$ cat config.mk
export PLATFORM = sky130hd
export DESIGN_NAME = rpn_stack_sequencer
export DESIGN_NICKNAME = d
export VERILOG_FILES = /design/src/rtl/rpn_pkg.sv /design/src/rtl/rpn_stack_regfile.sv /design/src/rtl/rpn_stack_sequencer.sv
export SDC_FILE = /design/constraint.sdc
export NUM_CORES = 1
export LEC_CHECK = 0
export ABC_AREA = 1
export BUFFER_PORTS_ARGS = -buffer_cell sky130_fd_sc_hd__clkbuf_2
export CAP_MARGIN = 25
export CORE_ASPECT_RATIO = 1.5
export CORE_MARGIN = 2
export CORE_UTILIZATION = 45
export DETAILED_ROUTE_END_ITERATION = 6
export PLACE_DENSITY = 0.73
export SYNTH_ARGS = -nofsm -noshare
export SYNTH_HDL_FRONTEND = slang
export SYNTH_SLANG_ARGS = --single-unit
export TNS_END_PERCENT = 30
$ cat constraint.sdc
create_clock -name clk -period 4 [get_ports clk]
set_clock_uncertainty 0.1 [all_clocks]
set_input_delay 1.2 -clock clk [delete_from_list [all_inputs] [get_ports clk]]
set_output_delay 1.2 -clock clk [all_outputs]
set_load 0.02 [all_outputs]
$ cat src/rtl/rpn_pkg.sv
// Shared types for the RPN calculator operand-stack controller.
// Holds the sequencer state encoding (which doubles as the status code),
// the ALU opcode encoding and the status field width.
package rpn_pkg;

    localparam int unsigned STATUS_W = 3;

    // Sequencer states; the encoding is exported directly on the status port
    typedef enum logic [STATUS_W-1:0] {
        ST_IDLE      = 3'b000,
        ST_PUSH      = 3'b001,
        ST_POP       = 3'b010,
        ST_FETCH     = 3'b011,
        ST_EXEC      = 3'b100,
        ST_WRITEBACK = 3'b101
    } state_t;

    // Operations understood by the shared ALU
    typedef enum logic [1:0] {
        ALU_ADD = 2'b00,
        ALU_SUB = 2'b01,
        ALU_AND = 2'b10,
        ALU_OR  = 2'b11
    } alu_op_t;

endpackage

$ cat src/rtl/rpn_stack_regfile.sv
// Operand stack storage: DEPTH x WIDTH array with one write port, an entry
// counter with increment/decrement, and combinational reads of the top two
// entries.
// Ports:
//   clk, reset         clock, synchronous active-high reset
//   we, waddr, wdata   single write port
//   inc, dec           count +1 / -1 (never asserted together)
//   top                stack[count-1], 0 when empty
//   below              stack[count-2], 0 when fewer than two entries
//   count              number of entries held
module rpn_stack_regfile #(
    parameter int unsigned WIDTH = 16,
    parameter int unsigned DEPTH = 4,
    localparam int unsigned IDX_W = (DEPTH > 1) ? $clog2(DEPTH) : 1,
    localparam int unsigned CNT_W = $clog2(DEPTH + 1)
) (
    input  logic             clk,
    input  logic             reset,
    input  logic             we,
    input  logic [IDX_W-1:0] waddr,
    input  logic [WIDTH-1:0] wdata,
    input  logic             inc,
    input  logic             dec,
    output logic [WIDTH-1:0] top,
    output logic [WIDTH-1:0] below,
    output logic [CNT_W-1:0] count
);

    logic [WIDTH-1:0] stack [DEPTH];
    logic [CNT_W-1:0] cnt_m1;
    logic [CNT_W-1:0] cnt_m2;

    assign cnt_m1 = count - CNT_W'(1);
    assign cnt_m2 = count - CNT_W'(2);

    // Storage and entry counter
    always_ff @(posedge clk) begin
        if (reset) begin
            for (int i = 0; i < int'(DEPTH); i++) begin
                stack[i] <= '0;
            end
            count <= '0;
        end else begin
            if (we) begin
                stack[waddr] <= wdata;
            end
            if (inc) begin
                count <= count + CNT_W'(1);
            end else if (dec) begin
                count <= cnt_m1;
            end
        end
    end

    // Top-two reads; empty slots read as zero
    always_comb begin
        top   = '0;
        below = '0;
        if (count != '0) begin
            top = stack[IDX_W'(cnt_m1)];
        end
        if (count >= CNT_W'(2)) begin
            below = stack[IDX_W'(cnt_m2)];
        end
    end

endmodule

$ cat src/rtl/rpn_stack_sequencer.sv
// Operand-stack controller for the RPN calculator. Accepts push (enter),
// drop (undo) and operator commands from the button-pulse logic, and for an
// operator walks the shared combinational ALU through fetch / execute /
// write-back. Top of stack feeds the display path.
// Ports:
//   clk, reset                       clock, synchronous active-high reset
//   enter_pulse/op_pulse/undo_pulse  one-cycle command pulses (priority in that order)
//   data_in, opcode_in               operand to push, ALU operation
//   alu_result                       combinational ALU output
//   alu_a, alu_b, alu_opcode         registered ALU operands / opcode
//   top, count                       top of stack (0 when empty), entries held
//   busy, status                     not-idle flag, state code
//   err_overflow, err_underflow      sticky error flags, cleared on next accepted command
module rpn_stack_sequencer
    import rpn_pkg::*;
#(
    parameter int unsigned WIDTH    = 16,
    parameter int unsigned DEPTH    = 4,
    parameter int unsigned OPCODE_W = 2,
    localparam int unsigned CNT_W   = $clog2(DEPTH + 1),
    localparam int unsigned IDX_W   = (DEPTH > 1) ? $clog2(DEPTH) : 1
) (
    input  logic                clk,
    input  logic                reset,
    input  logic                enter_pulse,
    input  logic                op_pulse,
    input  logic                undo_pulse,
    input  logic [WIDTH-1:0]    data_in,
    input  logic [OPCODE_W-1:0] opcode_in,
    input  logic [WIDTH-1:0]    alu_result,
    output logic [WIDTH-1:0]    alu_a,
    output logic [WIDTH-1:0]    alu_b,
    output logic [OPCODE_W-1:0] alu_opcode,
    output logic [WIDTH-1:0]    top,
    output logic [CNT_W-1:0]    count,
    output logic                busy,
    output logic [STATUS_W-1:0] status,
    output logic                err_overflow,
    output logic                err_underflow
);

    state_t              state;
    logic [WIDTH-1:0]    pend_data;
    logic [OPCODE_W-1:0] pend_op;
    logic [WIDTH-1:0]    result_reg;
    logic [WIDTH-1:0]    below;

    logic                rf_we_c;
    logic [IDX_W-1:0]    rf_waddr_c;
    logic [WIDTH-1:0]    rf_wdata_c;
    logic                rf_inc_c;
    logic                rf_dec_c;

    assign busy   = (state != ST_IDLE);
    assign status = state;

    // Sequencer: command acceptance, ALU operand staging, error flags
    always_ff @(posedge clk) begin
        if (reset) begin
            state         <= ST_IDLE;
            pend_data     <= '0;
            pend_op       <= '0;
            result_reg    <= '0;
            alu_a         <= '0;
            alu_b         <= '0;
            alu_opcode    <= '0;
            err_overflow  <= 1'b0;
            err_underflow <= 1'b0;
        end else begin
            case (state)
                ST_IDLE: begin
                    // Accepting a command clears both flags before its own error is applied
                    if (enter_pulse) begin
                        err_underflow <= 1'b0;
                        if (count < CNT_W'(DEPTH)) begin
                            pend_data    <= data_in;
                            err_overflow <= 1'b0;
                            state        <= ST_PUSH;
                        end else begin
                            err_overflow <= 1'b1;
                        end
                    end else if (op_pulse) begin
                        err_overflow <= 1'b0;
                        if (count >= CNT_W'(2)) begin
                            pend_op       <= opcode_in;
                            err_underflow <= 1'b0;
                            state         <= ST_FETCH;
                        end else begin
                            err_underflow <= 1'b1;
                        end
                    end else if (undo_pulse) begin
                        err_overflow <= 1'b0;
                        if (count != '0) begin
                            err_underflow <= 1'b0;
                            state         <= ST_POP;
                        end else begin
                            err_underflow <= 1'b1;
                        end
                    end
                end
                ST_PUSH: state <= ST_IDLE;
                ST_POP:  state <= ST_IDLE;
                ST_FETCH: begin
                    alu_a      <= below;
                    alu_b      <= top;
                    alu_opcode <= pend_op;
                    state      <= ST_EXEC;
                end
                ST_EXEC: begin
                    // ALU inputs have been stable for a full cycle here
                    result_reg <= alu_result;
                    state      <= ST_WRITEBACK;
                end
                ST_WRITEBACK: state <= ST_IDLE;
                default:      state <= ST_IDLE;
            endcase
        end
    end

    // Stack write / count control decoded from the current state
    always_comb begin
        rf_we_c    = 1'b0;
        rf_waddr_c = '0;
        rf_wdata_c = '0;
        rf_inc_c   = 1'b0;
        rf_dec_c   = 1'b0;
        case (state)
            ST_PUSH: begin
                rf_we_c    = 1'b1;
                rf_waddr_c = IDX_W'(count);
                rf_wdata_c = pend_data;
                rf_inc_c   = 1'b1;
            end
            ST_POP: begin
                rf_dec_c = 1'b1;
            end
            ST_WRITEBACK: begin
                rf_we_c    = 1'b1;
                rf_waddr_c = IDX_W'(count - CNT_W'(2));
                rf_wdata_c = result_reg;
                rf_dec_c   = 1'b1;
            end
            default: ;
        endcase
    end

    rpn_stack_regfile #(
        .WIDTH (WIDTH),
        .DEPTH (DEPTH)
    ) u_regfile (
        .clk   (clk),
        .reset (reset),
        .we    (rf_we_c),
        .waddr (rf_waddr_c),
        .wdata (rf_wdata_c),
        .inc   (rf_inc_c),
        .dec   (rf_dec_c),
        .top   (top),
        .below (below),
        .count (count)
    );

endmodule

== Word-level counts from Yosys, hierarchy flattened ==
Memories as Yosys holds them, arrays and structs flattened.
Cells that the tools add are included.
Word-level totals
  register bits after elaboration: 76
  memory bits (writable): 64
  output and inout port bits: 59
  logic and storage cells: 71
  memories: 1
Cells by class
  add/subtract/negate cells: 3
  magnitude comparators: 2
  eq/ne operators: 9
  multiplexer cells: 33
  bitwise gates (word level): 1
  reductions and logical operators: 12
Memory list
  u_regfile.stack: depth 4, width 16, rd ports 2, clocked after Yosys merged registers in 0, wr ports 4, RTL line rpn_stack_regfile.sv:29  | logic [WIDTH-1:0] stack [DEPTH];
Operators by type and width (number)
  16-bit 2-to-1 mux: 3
  16-bit one-hot mux with 2 select lines: 1
  3-bit 2-to-1 mux: 8
  1-bit 2-to-1 mux: 18
  16-bit OR reduction: 1
  4-bit != test, second input constant: 3
  3-bit one-hot mux with 3 select lines: 1
  3-bit nonzero test: 3
  4-bit AND reduction: 2
  3-bit by 2-bit equality test with 1-bit output, second input constant: 2
  3-bit equality test, second input constant: 2
  2-bit one-hot mux with 2 select lines: 1
  2-bit OR reduction: 2
  3-bit by 1-bit adder with 3-bit output, second input constant: 1
  3-bit by 1-bit equality test with 1-bit output, second input constant: 1
  3-bit by 2-bit >= comparator with 1-bit output, second input constant: 1
  3-bit zero test: 1
  3-bit less-than comparator, second input constant: 1
  3-bit != test, second input constant: 1
  3-bit AND reduction: 1
  3-bit by 1-bit subtractor with 3-bit output, second input constant: 1
  2-bit 2-to-1 mux: 1
  2-bit AND reduction: 1
  2-bit nonzero test: 1
  other kinds (2): 2

== Longest topological paths before layout ==
Gate-level depths: netlist of the first run.
  depth after elaboration: 8
  gate-level depth with buffers: 12
  mapped depth without buffers: 9

== Cells and area by module ==
A second synthesis of the first run with hierarchy kept.
Unflattened totals
  cell total of the unflattened synthesis: 958
  area total of the unflattened synthesis: 6975.4 µm²
By module, submodules not included
  rpn_stack_regfile: instances 1, cells an instance 517, area each 3913.8 µm²
  rpn_stack_sequencer: instances 1, cells an instance 441, area each 3061.7 µm²

== Least setup slack after synthesis of the first run ==
OpenSTA, ideal clock, no wires.
  kind: register to output
  from: register u_regfile.count[0]
  to: output top[10]
  arrival time: 2.319 ns
  data required time: 2.700 ns
  slack: 0.381 ns
  cell stages (with the launch flop): 13
  buffers on the path: 5
  cells stage by stage: dfxtp_1 -> buf_2 -> inv_1 -> buf_2 -> buf_1 -> ha_1 -> buf_2 -> clkinv_1 -> buf_1 -> nand3_1 -> nand2_1 -> nand2_1 -> inv_1
On the way
  cells in the longest elaborated chain, start to end: 3
  elaborated cells between the ends (all ways): 4
Ends and longest elaborated chain
  from (decl): RTL line rpn_stack_regfile.sv:26  | output logic [CNT_W-1:0] count
  from (signal assigned): RTL line rpn_stack_regfile.sv:48  | count <= count + CNT_W'(1);
  from (signal assigned): RTL line rpn_stack_regfile.sv:50  | count <= cnt_m1;
  3-bit by 1-bit subtractor with 3-bit output: RTL line rpn_stack_regfile.sv:33  | assign cnt_m1 = count - CNT_W'(1);
  memory 4 x 16 bit
  16-bit 2-to-1 mux *: RTL line rpn_stack_regfile.sv:59  | if (count != '0) begin
  to (decl): RTL line rpn_stack_sequencer.sv:34  | output logic [WIDTH-1:0] top,
Every way passes the cells marked *; elsewhere a longest branch is shown, timed or not.

== Worst setup path in the final report of the first run ==
  from: register u_regfile.count[1]
  to: output top[0]
The elaborated chain is that of the path after synthesis.

==> impl_metrics.ini, run 1 <==
[run_status]
status = complete, no violations

[clock_tree]
clock_path_buffers = 2
post-cts-setup-buffer-count = 0
cts_sinks = 140
cts-buffers-inserted = 17
clk_latency_ns = 0.42
cts_max_level = 4
hold_buffers = 0
cts_resized = 0
root_buffer = clkbuf_16
clk_pin_slew_ns = 0.06
tritoncts = yes

[yosys]
ys.flop_type = dfxtp_1
ys_types = 21
synth_simple_gate_area_share = 0.309
synthCells = 915
synth_most_common_cell = nand2_1
syn-num-nets = 957
synth_compound_area_frac = 0.0708
yosysTopAreaCellShare = 0.289
ys_ff_latch = 140
synthArstFlopShare = 0
yosys.area_share.adder = 0.00565
muxShareOfSynthArea = 0
synth_commonest_cells = nand2_1, nor2_1, inv_1
yosysWarnings = 0
synth_top_family_by_area = simple AND/OR/NAND/NOR gates
seq_area_frac_synth = 0.518
syn_area_per_cell_sq_um = 7.26
yosysTopAreaCell = edfxtp_1
synth_edf_count = 64
syn_area_sq_um = 6640
synthTopCellsByArea = edfxtp_1, dfxtp_1, nand2_1
synth-xor-area-share = 0.00132

[power]
cellLeakagePower_nw = 3.93
power_density_nw_per_um2 = 572
vdd_drop_max_mv = 0.287
report.power.total_mw = 4.55

[routing]
routed-via-count = 5856
dr.pass1.iters = 6
drt_iter0_drc = 406
wl_per_cell_microns = 13.4
routed_wl_microns = 16200
avgViaCountPerCell = 4.85
drc = 0
ant_nets = 0

[setup_path]
cp-endpoint = top[0]
critPathKind = reg2out
r2r_end = u_regfile.stack[2][6]
crit_fanout = 17
r2r_slack_ns = 1.42
setup.worst_path.start = u_regfile.count[1]
worstSetupStartpointType = flop
crit_chain = clkinv_1, ha_1, buf_4, clkinv_1, nand3_1, nand2_1, nand2_1, inv_1, clkbuf_2
max_stage_delay_ns = 0.47
cp_slowest_cell = clkinv_1
reg2regPathDepth = 5
end_kind = primary output
cp.required_ns = 2.70
cp_data_arrival_time_ns = 2.45
r2r-start = u_regfile.count[0]

[placement]
port_buffers = 97
gp_congestion = 0.854
detailed_place.area_sq_um = 7280
dp_hpwl_microns = 11500
placed_cells = 1175
dpl_worst_slack_ns = 0.728

[floorplanning]
boundaryPins = 98
die-area_sq_um = 15800
rows = 54
core_area_sq_um = 14500
start_util = 0.457
die_h_microns = 153
die_w_microns = 103

[finish]
antennaDiodeCount = 0
largest_reg_flops = 64
top_register = u_regfile.stack
area_growth_pct = 19.8
fillers = 1380
final_util = 0.548
nNetsFinal = 1040
drive_above_1_share = 0.148
fin_cells = 1207
stdcell_area_sq_um = 7960

[sta]
rsz0062_at_grt = false
finalSetupViolations = 0
tightest_slew_ns = 0.810
min_period_ns = 3.75
timing.fmax_mhz = 267
relSlewSlack = 0.459
finalSetupTns_ns = 0
finalCritPeriodShare = 0.937
setup_ws_ns = 0.251
maxSlewViolCount = 0
timing.hold.ws_ns = 0.369
finalHoldViolations = 0

[global_routing]
antenna_found_initial = 0
grt_start_max_net_pins = 71
grt_pass1_vias = 5190
grtUsageTotal = 0.213
grt_pass1_wl_microns = 26200
grt-ovfl-total = 0

[hold_path]
min-delay-start = alu_a[13]
min_path_type = reg2reg

[job]
drv_cap = 0
layout by cell type, fill, tap and decap left out, types with 4 or more instances in the layout:
cell	netlist	final
clkbuf_16	0	20
inv_1	113	113
o21ai_0	56	54
nor2_1	133	133
edfxtp_1	64	64
clkbuf_8	0	4
nand2_1	302	302
buf_4	1	14
a21oi_1	38	38
nand3_1	71	71
clkbuf_2	0	98
dfxtp_1	76	75
logic make-up after synthesis:
| family | Yosys count |
|---|---|
| AOI/OAI and AO/OA | 94 |
| DFF | 140 |
| buffers and inverters | 162 |
| xor gates and xnor gates | 1 |
| and+or+nand+nor | 515 |
| adders and majority gates | 3 |
area by class of cell:
class | count | area [sq um] | area share
Sequential cell | 140 | 3440 | 0.433
Clock buffer | 25 | 561 | 0.0704
Tap cell | 196 | 245 | 0.0308
Multi-Input combinational cell | 613 | 2570 | 0.323
Inverter | 115 | 432 | 0.0542
Clock inverter | 7 | 118 | 0.0148
Timing Repair Buffer | 111 | 591 | 0.0742
layer usage:
layer | GRT usage | vias to the layer above | wire length (microns)
met4 | 0.0746 | 0 | 327
met5 | 0 | - | 0
met1 | 0.286 | 2602 | 7000
li1 | - | 3013 | -
met2 | 0.340 | 216 | 7790
met3 | 0.0450 | 25 | 1040
power breakdown:
part | total, mW | internal (mW) | switching, mW
registers | 1.66 | 1.60 | 0.0566
clock network | 1.75 | 1.16 | 0.591
logic | 1.14 | 0.346 | 0.798
worst min path at each step:
| stage | endpoint | slack, ns | cells after the start |
|---|---|---|---|
| 6_report | alu_a[13] | 0.37 | 2 |
| 5_1_grt | alu_a[7] | 0.38 | 2 |
| 4_1_cts | alu_a[13] | 0.37 | 2 |
| 3_5_place_dp | alu_a[13] | 0.36 | 2 |
| 3_3_place_gp | alu_a[2] | 0.35 | 2 |
| 2_1_floorplan | pend_op[0] | 0.35 | 2 |
worst max-delay path: cells and delay by family (launching register included):
kind,cells,cell delay (ns)
DFF,1,0.33
and+or+nand+nor,3,0.42
adders and majority gates,1,0.30
buffers and inverters,5,0.98
No activity file was read; power rests on OpenSTA's default activity.
==> run 2, diff against run 1 <==
--- a/config.mk
+++ b/config.mk
@@ -12,8 +12,9 @@
 export CORE_MARGIN = 2
 export CORE_UTILIZATION = 45
 export DETAILED_ROUTE_END_ITERATION = 6
-export PLACE_DENSITY = 0.73
+export PLACE_DENSITY = 0.76
 export SYNTH_ARGS = -nofsm -noshare
 export SYNTH_HDL_FRONTEND = slang
+export SYNTH_HIERARCHICAL = 1
 export SYNTH_SLANG_ARGS = --single-unit
 export TNS_END_PERCENT = 30
==> constraint.sdc (replaced) <==
create_clock -name clk -period 3 [get_ports clk]
set_clock_uncertainty 0.1 [all_clocks]
set_input_delay 0.9 -clock clk [delete_from_list [all_inputs] [get_ports clk]]
set_output_delay 0.9 -clock clk [all_outputs]
set_load 0.02 [all_outputs]
==> impl_metrics.ini, run 2 <==
[power]
cellLeakagePower_nw = 3.93
vdd_drop_max_mv = 0.351
power_density_nw_per_um2 = 741

[finish]
area_growth_pct = 17.7
antennaDiodeCount = 0
drive_above_1_share = 0.176
layout_common_cells = nand2_1, nor2_1, inv_1
nNetsFinal = 1086
layout_commonest_cell = nand2_1
largest_reg_flops = 64
final_util = 0.542
stdcell_area_sq_um = 8210
top_register = u_regfile/stack
fin_cells = 1255

[yosys]
syn_area_per_cell_sq_um = 7.28
synth_compound_area_frac = 0.0678
ys_ff_latch = 140
ys_types = 26
yosysTopAreaCell = edfxtp_1
ys.flop_type = dfxtp_1
synthArstFlopShare = 0
synthCells = 958
muxShareOfSynthArea = 0
seq_area_frac_synth = 0.494
syn_area_sq_um = 6980
syn-num-nets = 1001
synth_simple_gate_area_share = 0.312
synth_edf_count = 64
synth-xor-area-share = 0.00126
synth_most_common_cell = nand2_1
yosysTopAreaCellShare = 0.276
yosys.area_share.adder = 0.00717
synth_top_family_by_area = simple AND/OR/NAND/NOR gates
yosysWarnings = 6
synth_commonest_cells = nand2_1, nor2_1, inv_1
synthTopCellsByArea = edfxtp_1, dfxtp_1, nand2_1

[sta]
timing.hold.ws_ns = 0.379
rsz0062_at_grt = true
maxSlewViolCount = 0
finalSetupTns_ns = 0
relSlewSlack = 0.495
timing.fmax_mhz = 338
tightest_slew_ns = 0.755
min_period_ns = 2.96
finalHoldViolations = 0
finalCritPeriodShare = 0.986
finalSetupViolations = 0

[floorplanning]
die_w_microns = 106
core_area_sq_um = 15100
rows = 55
boundaryPins = 98
die-area_sq_um = 16500
die_h_microns = 156
start_util = 0.461

[routing]
routed_wl_microns = 16400
avgViaCountPerCell = 4.86
wl_per_cell_microns = 13.0
drt_iter0_drc = 410
drc = 0
routed-via-count = 6094
dr.pass1.iters = 5
ant_nets = 0

[setup_path]
crit_chain = clkinv_2, ha_1, inv_2, buf_4, nand3_1, a21oi_2, clkbuf_2
critPathKind = reg2out
cp_data_arrival_time_ns = 1.96
end_kind = primary output
reg2regPathDepth = 9
worstSetupStartpointType = flop
crit_fanout = 9
r2r_slack_ns = 0.52
r2r-start = status[0]
max_stage_delay_ns = 0.34
r2r_end = u_regfile/stack[2][9]
cp_num_buf_inv = 4
cp.required_ns = 2.00
crit_family = buffers and inverters
cp_slowest_cell = dfxtp_2

[clock_tree]
clk_latency_ns = 0.42
clock_path_buffers = 2
tritoncts = yes
cts_sinks = 140
clk_pin_slew_ns = 0.06
hold_buffers = 0
root_buffer = clkbuf_16
cts_max_level = 4
post-cts-setup-buffer-count = 0
cts-buffers-inserted = 17

[placement]
detailed_place.area_sq_um = 7610
gp_congestion = 0.802
dp_hpwl_microns = 11400
placed_cells = 1223
port_buffers = 97

[hold_path]
hold_end = alu_a[6]
min-delay-start = alu_a[6]
hold_depth = 2
min_path_type = reg2reg

[global_routing]
grt_start_max_net_pins = 71
grt_pass1_vias = 5710
grt_pass1_wl_microns = 27200
grt-ovfl-total = 0
grtUsageTotal = 0.205
antenna_found_initial = 0

[job]
drv_cap = 0

[run_status]
status = complete, no violations
[run 2: worst max path at each step]
stage | startpoint | endpoint | slack [ns] | depth (start not counted)
after floorplan | status[0] | u_regfile/stack[3][0] | 0.01 | 6
after global placement | u_regfile/count[1] | top[15] | 0.42 | 7
after detailed placement | u_regfile/count[1] | top[5] | 0.37 | 7
after CTS | u_regfile/count[1] | top[5] | 0.02 | 7
after global routing | u_regfile/count[1] | top[0] | -0.07 | 7
final | u_regfile/count[1] | top[5] | 0.04 | 7
[run 2: final cells by class]
class,instances,area [sq um]
Clock buffer,23,538
Tap cell,199,249
Fill cell,1460,6930
Clock inverter,9,52.6
Sequential cell,140,3450
Multi-Input combinational cell,629,2760
Timing Repair Buffer,114,626
Inverter,141,533
[run 2: routing by layer]
metal,share of wire,routed length (microns),up-vias,global-route usage
li1,-,-,3127,-
met1,0.43,6980,2742,0.259
met2,0.49,7990,207,0.337
met3,0.069,1130,18,0.0475
met4,0.016,268,0,0.0896
met5,0,0,-,0
[run 2: cell families (layout without fill, tap and decap cells)]
kind of cell,after synthesis,after routing
AOI/OAI and AO/OA,94,94
and+or+nand+nor,530,530
DFF,140,140
adders and majority gates,4,4
buffers and inverters,189,287
xor gates and xnor gates,1,1
[run 2: worst reg2reg max path, cell delays in order, from the launching register on]
cell	delay (ns)
dfxtp_1	0.44
nand2_2	0.13
inv_2	0.25
nand2_1	0.12
o21ai_0	0.32
inv_2	0.07
nor2_1	0.12
inv_2	0.17
o21ai_1	0.16
buf_4	0.27
[run 2: what timing repair did]
action | CTS | global route
setup endpoints to repair | 9 | 14
gates cloned | 0 | 0
hold endpoints to repair | 0 | 0
gates resized for setup | 1 | 1
[run 2: metrics by stage]
step / setup slack [ns] / total power, mW
after global placement: 0.419 / 4.03
after global routing: -0.0733 / 6.42
after floorplan: 0.0124 / 3.62
after detailed placement: 0.373 / 4.07
after CTS: 0.0217 / 6.11
final: 0.0426 / 6.08
[run 2: where the power goes]
group          leakage, nW  switching (mW)  total (mW)  internal [mW]
clock                0.300           0.780        2.04           1.26
combinational         2.35            1.28        1.83          0.552
sequential            1.28          0.0709        2.21           2.14
